$ cat config.mk
export PLATFORM = sky130hd
export DESIGN_NAME = exec_stage
export DESIGN_NICKNAME = d
export VERILOG_FILES = /design/src/rtl/exec_stage.sv
export SDC_FILE = /design/constraint.sdc
export NUM_CORES = 1
export LEC_CHECK = 0
export ABC_CLOCK_PERIOD_IN_PS = 2800
export CORE_MARGIN = 1.5
export CORE_UTILIZATION = 51
export CTS_CLUSTER_DIAMETER = 200
export DETAILED_ROUTE_END_ITERATION = 10
export HOLD_SLACK_MARGIN = 0.02
export PLACE_DENSITY = 0.79
export REMOVE_ABC_BUFFERS = 1
export SLEW_MARGIN = 20
export SYNTH_ARGS = -nofsm -noshare
export SYNTH_HDL_FRONTEND = slang
export SYNTH_SLANG_ARGS = --single-unit
export TNS_END_PERCENT = 1
$ cat constraint.sdc
create_clock -name clk -period 2.8 [get_ports clk]
set_clock_uncertainty 0.15 [all_clocks]
set_input_delay 0.56 -clock clk [delete_from_list [all_inputs] [get_ports clk]]
set_output_delay 0.56 -clock clk [all_outputs]
set_load 0.02 [all_outputs]
$ cat src/rtl/exec_stage.sv
// exec_stage: three-state execute unit (IDLE -> EXEC -> WB) with a 4x8 register
// file and a {C,Z,S} flags register. All arithmetic is done by an external ALU.
`timescale 1ns/1ps

module exec_stage #(
    parameter logic [7:0] REG_INIT = 8'h00
) (
    input  logic       clk,
    input  logic       reset,
    input  logic       issue_valid,
    output logic       issue_ready,
    input  logic [3:0] issue_op,
    input  logic [1:0] issue_dst,
    input  logic [1:0] issue_src,
    input  logic       issue_use_imm,
    input  logic [7:0] issue_imm,
    output logic [7:0] alu_a,
    output logic [7:0] alu_b,
    output logic [3:0] alu_op,
    input  logic [7:0] alu_result,
    input  logic       alu_c,
    input  logic       alu_z,
    input  logic       alu_s,
    input  logic [1:0] rd_sel,
    output logic [7:0] rd_data,
    output logic       flag_c,
    output logic       flag_z,
    output logic       flag_s,
    output logic       done
);

    typedef enum logic [1:0] {
        ST_IDLE = 2'd0,
        ST_EXEC = 2'd1,
        ST_WB   = 2'd2
    } state_t;

    state_t      state_r;
    logic [7:0]  regs_r [0:3];
    logic [2:0]  flags_r;
    logic [3:0]  op_r;
    logic [1:0]  dst_r;
    logic [7:0]  a_r;
    logic [7:0]  b_r;
    logic [7:0]  res_r;
    logic [2:0]  cap_flags_r;
    logic        ready_r;
    logic        done_r;

    logic [7:0]  operand_b_s;
    logic        writes_reg_s;
    logic        writes_flags_s;

    // Operand B source selection at handshake time
    always_comb begin
        operand_b_s = 8'h00;
        if (issue_use_imm) begin
            operand_b_s = issue_imm;
        end else begin
            operand_b_s = regs_r[issue_src];
        end
    end

    // Decode which architectural state the latched op is allowed to modify
    always_comb begin
        writes_reg_s   = 1'b0;
        writes_flags_s = 1'b0;
        case (op_r)
            4'd0, 4'd1: begin
                writes_reg_s   = 1'b1;
                writes_flags_s = 1'b0;
            end
            4'd2, 4'd3: begin
                writes_reg_s   = 1'b1;
                writes_flags_s = 1'b1;
            end
            default: begin
                writes_reg_s   = 1'b0;
                writes_flags_s = 1'b0;
            end
        endcase
    end

    // Sequencer, operand/capture registers and architectural state
    always_ff @(posedge clk) begin
        if (reset) begin
            state_r     <= ST_IDLE;
            ready_r     <= 1'b1;
            done_r      <= 1'b0;
            op_r        <= 4'd0;
            dst_r       <= 2'd0;
            a_r         <= 8'h00;
            b_r         <= 8'h00;
            res_r       <= 8'h00;
            cap_flags_r <= 3'b000;
            flags_r     <= 3'b000;
            for (int i = 0; i < 4; i++) begin
                regs_r[i] <= REG_INIT;
            end
        end else begin
            case (state_r)
                ST_IDLE: begin
                    // ready_r is high throughout IDLE, so valid alone completes the handshake
                    if (issue_valid) begin
                        op_r    <= issue_op;
                        dst_r   <= issue_dst;
                        a_r     <= regs_r[issue_dst];
                        b_r     <= operand_b_s;
                        ready_r <= 1'b0;
                        state_r <= ST_EXEC;
                    end else begin
                        ready_r <= 1'b1;
                        state_r <= ST_IDLE;
                    end
                    done_r <= 1'b0;
                end
                ST_EXEC: begin
                    res_r       <= alu_result;
                    cap_flags_r <= {alu_c, alu_z, alu_s};
                    done_r      <= 1'b1;
                    ready_r     <= 1'b0;
                    state_r     <= ST_WB;
                end
                ST_WB: begin
                    if (writes_reg_s) begin
                        regs_r[dst_r] <= res_r;
                    end else begin
                        regs_r[dst_r] <= regs_r[dst_r];
                    end
                    if (writes_flags_s) begin
                        flags_r <= cap_flags_r;
                    end else begin
                        flags_r <= flags_r;
                    end
                    done_r  <= 1'b0;
                    ready_r <= 1'b1;
                    state_r <= ST_IDLE;
                end
                default: begin
                    done_r  <= 1'b0;
                    ready_r <= 1'b1;
                    state_r <= ST_IDLE;
                end
            endcase
        end
    end

    assign issue_ready = ready_r;
    assign done        = done_r;
    assign alu_a       = a_r;
    assign alu_b       = b_r;
    assign alu_op      = op_r;
    assign flag_c      = flags_r[2];
    assign flag_z      = flags_r[1];
    assign flag_s      = flags_r[0];
    assign rd_data     = regs_r[rd_sel];

endmodule

Yosys cells after proc, flatten, opt, wreduce, memory -nomap -nowiden
Memory sizes are Yosys's and may differ from the RTL's. A register that Yosys moved wholly into a read port is not among the register bits.
Cells that the tools add are included.
- add/sub/neg operators: 0
- multiply operators: 0
- divide/modulo/power cells: 0
- magnitude comparators: 0
- equality and inequality tests: 6
- shift-type cells: 0
- muxes and demuxes: 22
- bitwise logic cells: 1
- reductions and logical operators: 8
- operators by type and width (kind ; count):
    $mux W8 ; 3
    $mux W1 ; 16
    $eq A4 B2 Y1 const B ; 2
    $reduce_or A8 Y1 ; 1
    $reduce_and A2 Y1 ; 3
    $eq A4 B1 Y1 const B ; 1
    $logic_not A4 Y1 ; 1
    $pmux W2 S2 ; 1
    $reduce_or A4 Y1 ; 1
    $eq A2 B1 Y1 const B ; 1
    $eq A2 B2 Y1 const B ; 1
    $logic_not A2 Y1 ; 1
    $mux W2 ; 1
    $pmux W1 S2 ; 1
    $reduce_or A2 Y1 ; 1
    $ne A0 B0 Y1 ; 1
    $or A1 B1 Y1 ; 1
- bits in registers: 32
- latch bits: 0
- bits in writable memories: 32
- ROM bits: 0
- input port bits: 33
- output and inout port bits: 33
- memories: 1
- memories (name ; depth ; bits a word ; read ports ; clocked after Yosys merged registers in ; wr ports ; line ; source):
    regs_r ; 4 ; 8 ; 3 ; 1 ; 4 ; 39 ; logic [7:0] regs_r [0:3];

Logic depth before layout (Yosys ltp)
- depth after elaboration: 11
- gate-level depth with buffers: 5
- depth with buffers taken out: 3

Worst setup path before layout
No wires, ideal clock.
- path kind: reg2reg
- start point: register state_r[1]
- end point: memory regs_r[1][0], enable pin
- setup time: 0.310 ns
- arrival time: 1.667 ns
- data required time: 2.340 ns
- setup slack: 0.674 ns
- stages on the path, launching flop included: 5
- buffers on the path: 1
- path through: dfxtp_1 -> or4b_1 -> buf_6 -> nor4b_4 -> or2_2
- RTL lines (element ; line ; source):
    from (decl) ; 38 ; state_t state_r;
    from (signal assigned) ; 87 ; state_r <= ST_IDLE;
    from (signal assigned) ; 110 ; state_r <= ST_EXEC;
    from (signal assigned) ; 113 ; state_r <= ST_IDLE;
    to (decl) ; 39 ;

Final worst setup path
- start point: input port rd_sel[0]
- end point: output port rd_data[6]
- word-level cells in the longest chain between the ends: 1
- RTL lines (element ; line ; source):
    from (decl) ; 24 ; input logic [1:0] rd_sel,
    $mem_v2 Z4 W8 ; -- ;
    to (decl) ; 25 ; output logic [7:0] rd_data,
No other way between the ends.

==> out/metrics.csv <==
metric,value,unit
nets,384,
drcViolationCount,0,
r2r-end,regs_r[1][3]$_SDFFCE_PN0P_,
ys_seq_area_frac,0.531,
antenna_found_initial,0,
syn_area,3280,um^2
gp_congestion,0.871,
grt_pass1_wl,11700,um
worstPathCellList,"clkdlybuf4s50_1, buf_12, mux4_2, dlygate4sd2_1",
htreeDepth,3,
path_clk_slew,0.08,ns
crit_type,in2out,
ant_nets,0,
tns,0,ns
power_leakage,1.54,nW
grt_usage,0.212,
internal-power,1.85,mW
syn_inst,286,
combPwrFrac,0.136,
peakVddDrop,0.341,mV
rows,29,
slew_headroom,0.526,
die-area,6920,um^2
whs_endpoint,alu_a[0]$_SDFFE_PP0P_,
end_kind,output port,
dp_cells,417,
setup_viol,0,
r2r_cells,3,
swShare,0.239,
synthSimpleGateAreaFrac,0.179,
ios,66,
hold_start,alu_a[0]$_SDFFE_PP0P_,
hold_path_depth,2,
synth_warnings,0,
synth_flop_cell,dfxtp_1,
cts_inserted_buffers,9,
clockBufferDepth,2,
port_buffers,65,
ys_types,30,
slew_viol_final,0,
cp_slowest_cell,clkdlybuf4s50_1,
die_h,83.2,um
timing.rr.start,state_r[1]$_SDFF_PP0_,
critical_path.top_delay_family,buffers and inverters,
clockPowerShare,0.383,
clock.fmax,0.365,GHz
root_buffer,clkbuf_8,
synthAdderAreaFrac,0,
hold_slack,0.305,ns
synthTopCellsByCount,"50 x nand2_1, 39 x dfxtp_1, 32 x and2_1, 32 x edfxtp_1, 28 x a21oi_1",
wl_per_cell,16.0,um
synth.most_common_cell,nand2_1,
ys_seq_elements,71,
grt_pass1_vias,2362,
rsz0062_at_grt,no,
grt_max_degree,30,
cts_sinks,71,
cts_tree,done,
clk_latency,0.34,ns
drive_above_1_share,0.194,
min_period_over_period,0.978,
synth_compound_gate_area_share,0.0965,
syn_to_final_growth,29.7,%
tightestPinTransition,0.702,ns
wl,6950,um
die_x,83.2,um
critPathBufInv,3,
path_max_fanout,8,
p_sw,0.584,mW
max_cap_violations,0,
diodes,0,
period_needed,2.74,ns
cp.required,2.09,ns
synth_top_area_share,0.293,
core-area,6280,um^2
status,"finished, final reports clean",
drtPass1Iterations,5,
dpl.hpwl,5220,um
synthXorXnorAreaFrac,0,
drt-initial-drc-count,185,
routed-via-count,2378,
synthMuxAreaShare,0.165,
avgSynthCellArea,11.5,um^2
seqPwrFrac,0.480,
startpoint_type,primary input,
powerDensity,573,nW/um^2
cpPeakStageDelay,0.51,ns
initial_core_util,0.523,
synth_area_leaders,"edfxtp_1 29%, dfxtp_1 24%, mux4_2 11%",
hold_violations,0,
r2r_slack,0.58,ns
synth_top_family_by_area,simple AND/OR/NAND/NOR gates,
synthArstFlopShare,0,
viasPerCell,5.49,
overflow,0,
hold_class,reg2reg,
finalPower,2.44,mW
fin_cells,433,
worstPathArrival,2.03,ns
synth_edf_count,32,
yosys.area.top_type,edfxtp_1,
worst max path at each step:
stage | startpoint | endpoint | slack [ns] | cells after the start
floorplan | issue_valid | alu_b[0]$_SDFFE_PP0P_ | 0.07 | 3
global placement | rd_sel[0] | rd_data[4] | -0.19 | 4
detailed placement | rd_sel[0] | rd_data[3] | -0.20 | 4
CTS | rd_sel[0] | rd_data[3] | 0.01 | 4
global route | rd_sel[0] | rd_data[6] | 0.005 | 4
finish | rd_sel[0] | rd_data[6] | 0.06 | 4
registers in the layout, indices dropped and copies added, names as in the netlist:
register,cells
dst_r,2
regs_r,32
res_r,8
alu_b,8
flags_r,3
state_r,2
cap_flags_r,3
alu_a,8
alu_op,4
issue_ready,1
area by class of cell:
cell class	instances	area [um^2]
sequential	71	1740
multi-input combinational	193	1450
clock inverter	5	78.8
tap	77	96.3
fill	467	2020
inverter	1	3.75
timing repair buffer	75	734
clock buffer	11	151
repair_timing:
action | CTS | global route
gates resized for setup | 8 | 9
endpoints found under the setup margin | 8 | 7
setup buffers | 0 | 0
pin swaps | 0 | 0
hold buffers | 0 | 0
gates cloned | 0 | 0
worst register-to-register path: cells and delay by family, from the launching register on:
kind,cells,cell delay [ns]
flops,1,0.48
simple gates,3,1.28
per-layer routing:
layer	vias to the layer above	global-route usage	share of wire
li1	1173	-	-
met1	1115	0.276	0.44
met2	74	0.348	0.49
met3	16	0.0368	0.045
met4	0	0.0985	0.020
met5	-	0	0
power by group through the flow:
stage / registers, mW / logic [mW] / clock network [mW]
after detailed placement: 1.19 / 0.339 / 0
after global placement: 1.19 / 0.333 / 0
final: 1.17 / 0.332 / 0.934
after floorplan: 1.21 / 0.143 / 0
after global routing: 1.18 / 0.357 / 0.992
after CTS: 1.17 / 0.335 / 0.946
through the flow:
step	setup slack, ns	utilization	instance area [um^2]
3_3_place_gp	-0.185	0.643	4040
3_5_place_dp	-0.199	0.643	4040
2_1_floorplan	0.0720	-	3190
5_1_grt	0.00537	0.678	4260
4_1_cts	0.0135	0.678	4260
6_report	0.0613	0.678	4260
cells in the final DEF, fill, tap and decap left out:
cell type         n
nor4b_4           1
mux4_2           16
inv_6             1
a21oi_1          28
nor3b_2           1
buf_2             1
or3b_2            1
clkinv_2          2
a31o_2            1
and2_1           32
a211oi_1          8
or2_2             2
o21bai_1          1
buf_12            2
inv_1             1
o21ai_0           4
nor2_1           13
dfxtp_1          39
bufinv_16         2
buf_4             8
nand2b_1          2
nor4_4            1
clkbuf_8         11
nand3_1           3
edfxtp_1         32
clkdlybuf4s50_1  56
nor2b_1           1
or4b_1            1
clkbuf_2          2
nand2_1          50
a222oi_1          8
and2b_1           1
clkdlybuf4s15_1   5
nor3_4            1
dlygate4sd2_1     1
nor4b_1           1
mux2_2           16
kinds of logic after synthesis:
group / count (synthesis)
AOI/OAI and AO/OA: 50
buffers and inverters: 22
DFF: 71
muxes: 32
and+or+nand+nor: 111
Power figures use the tool's default switching activity.
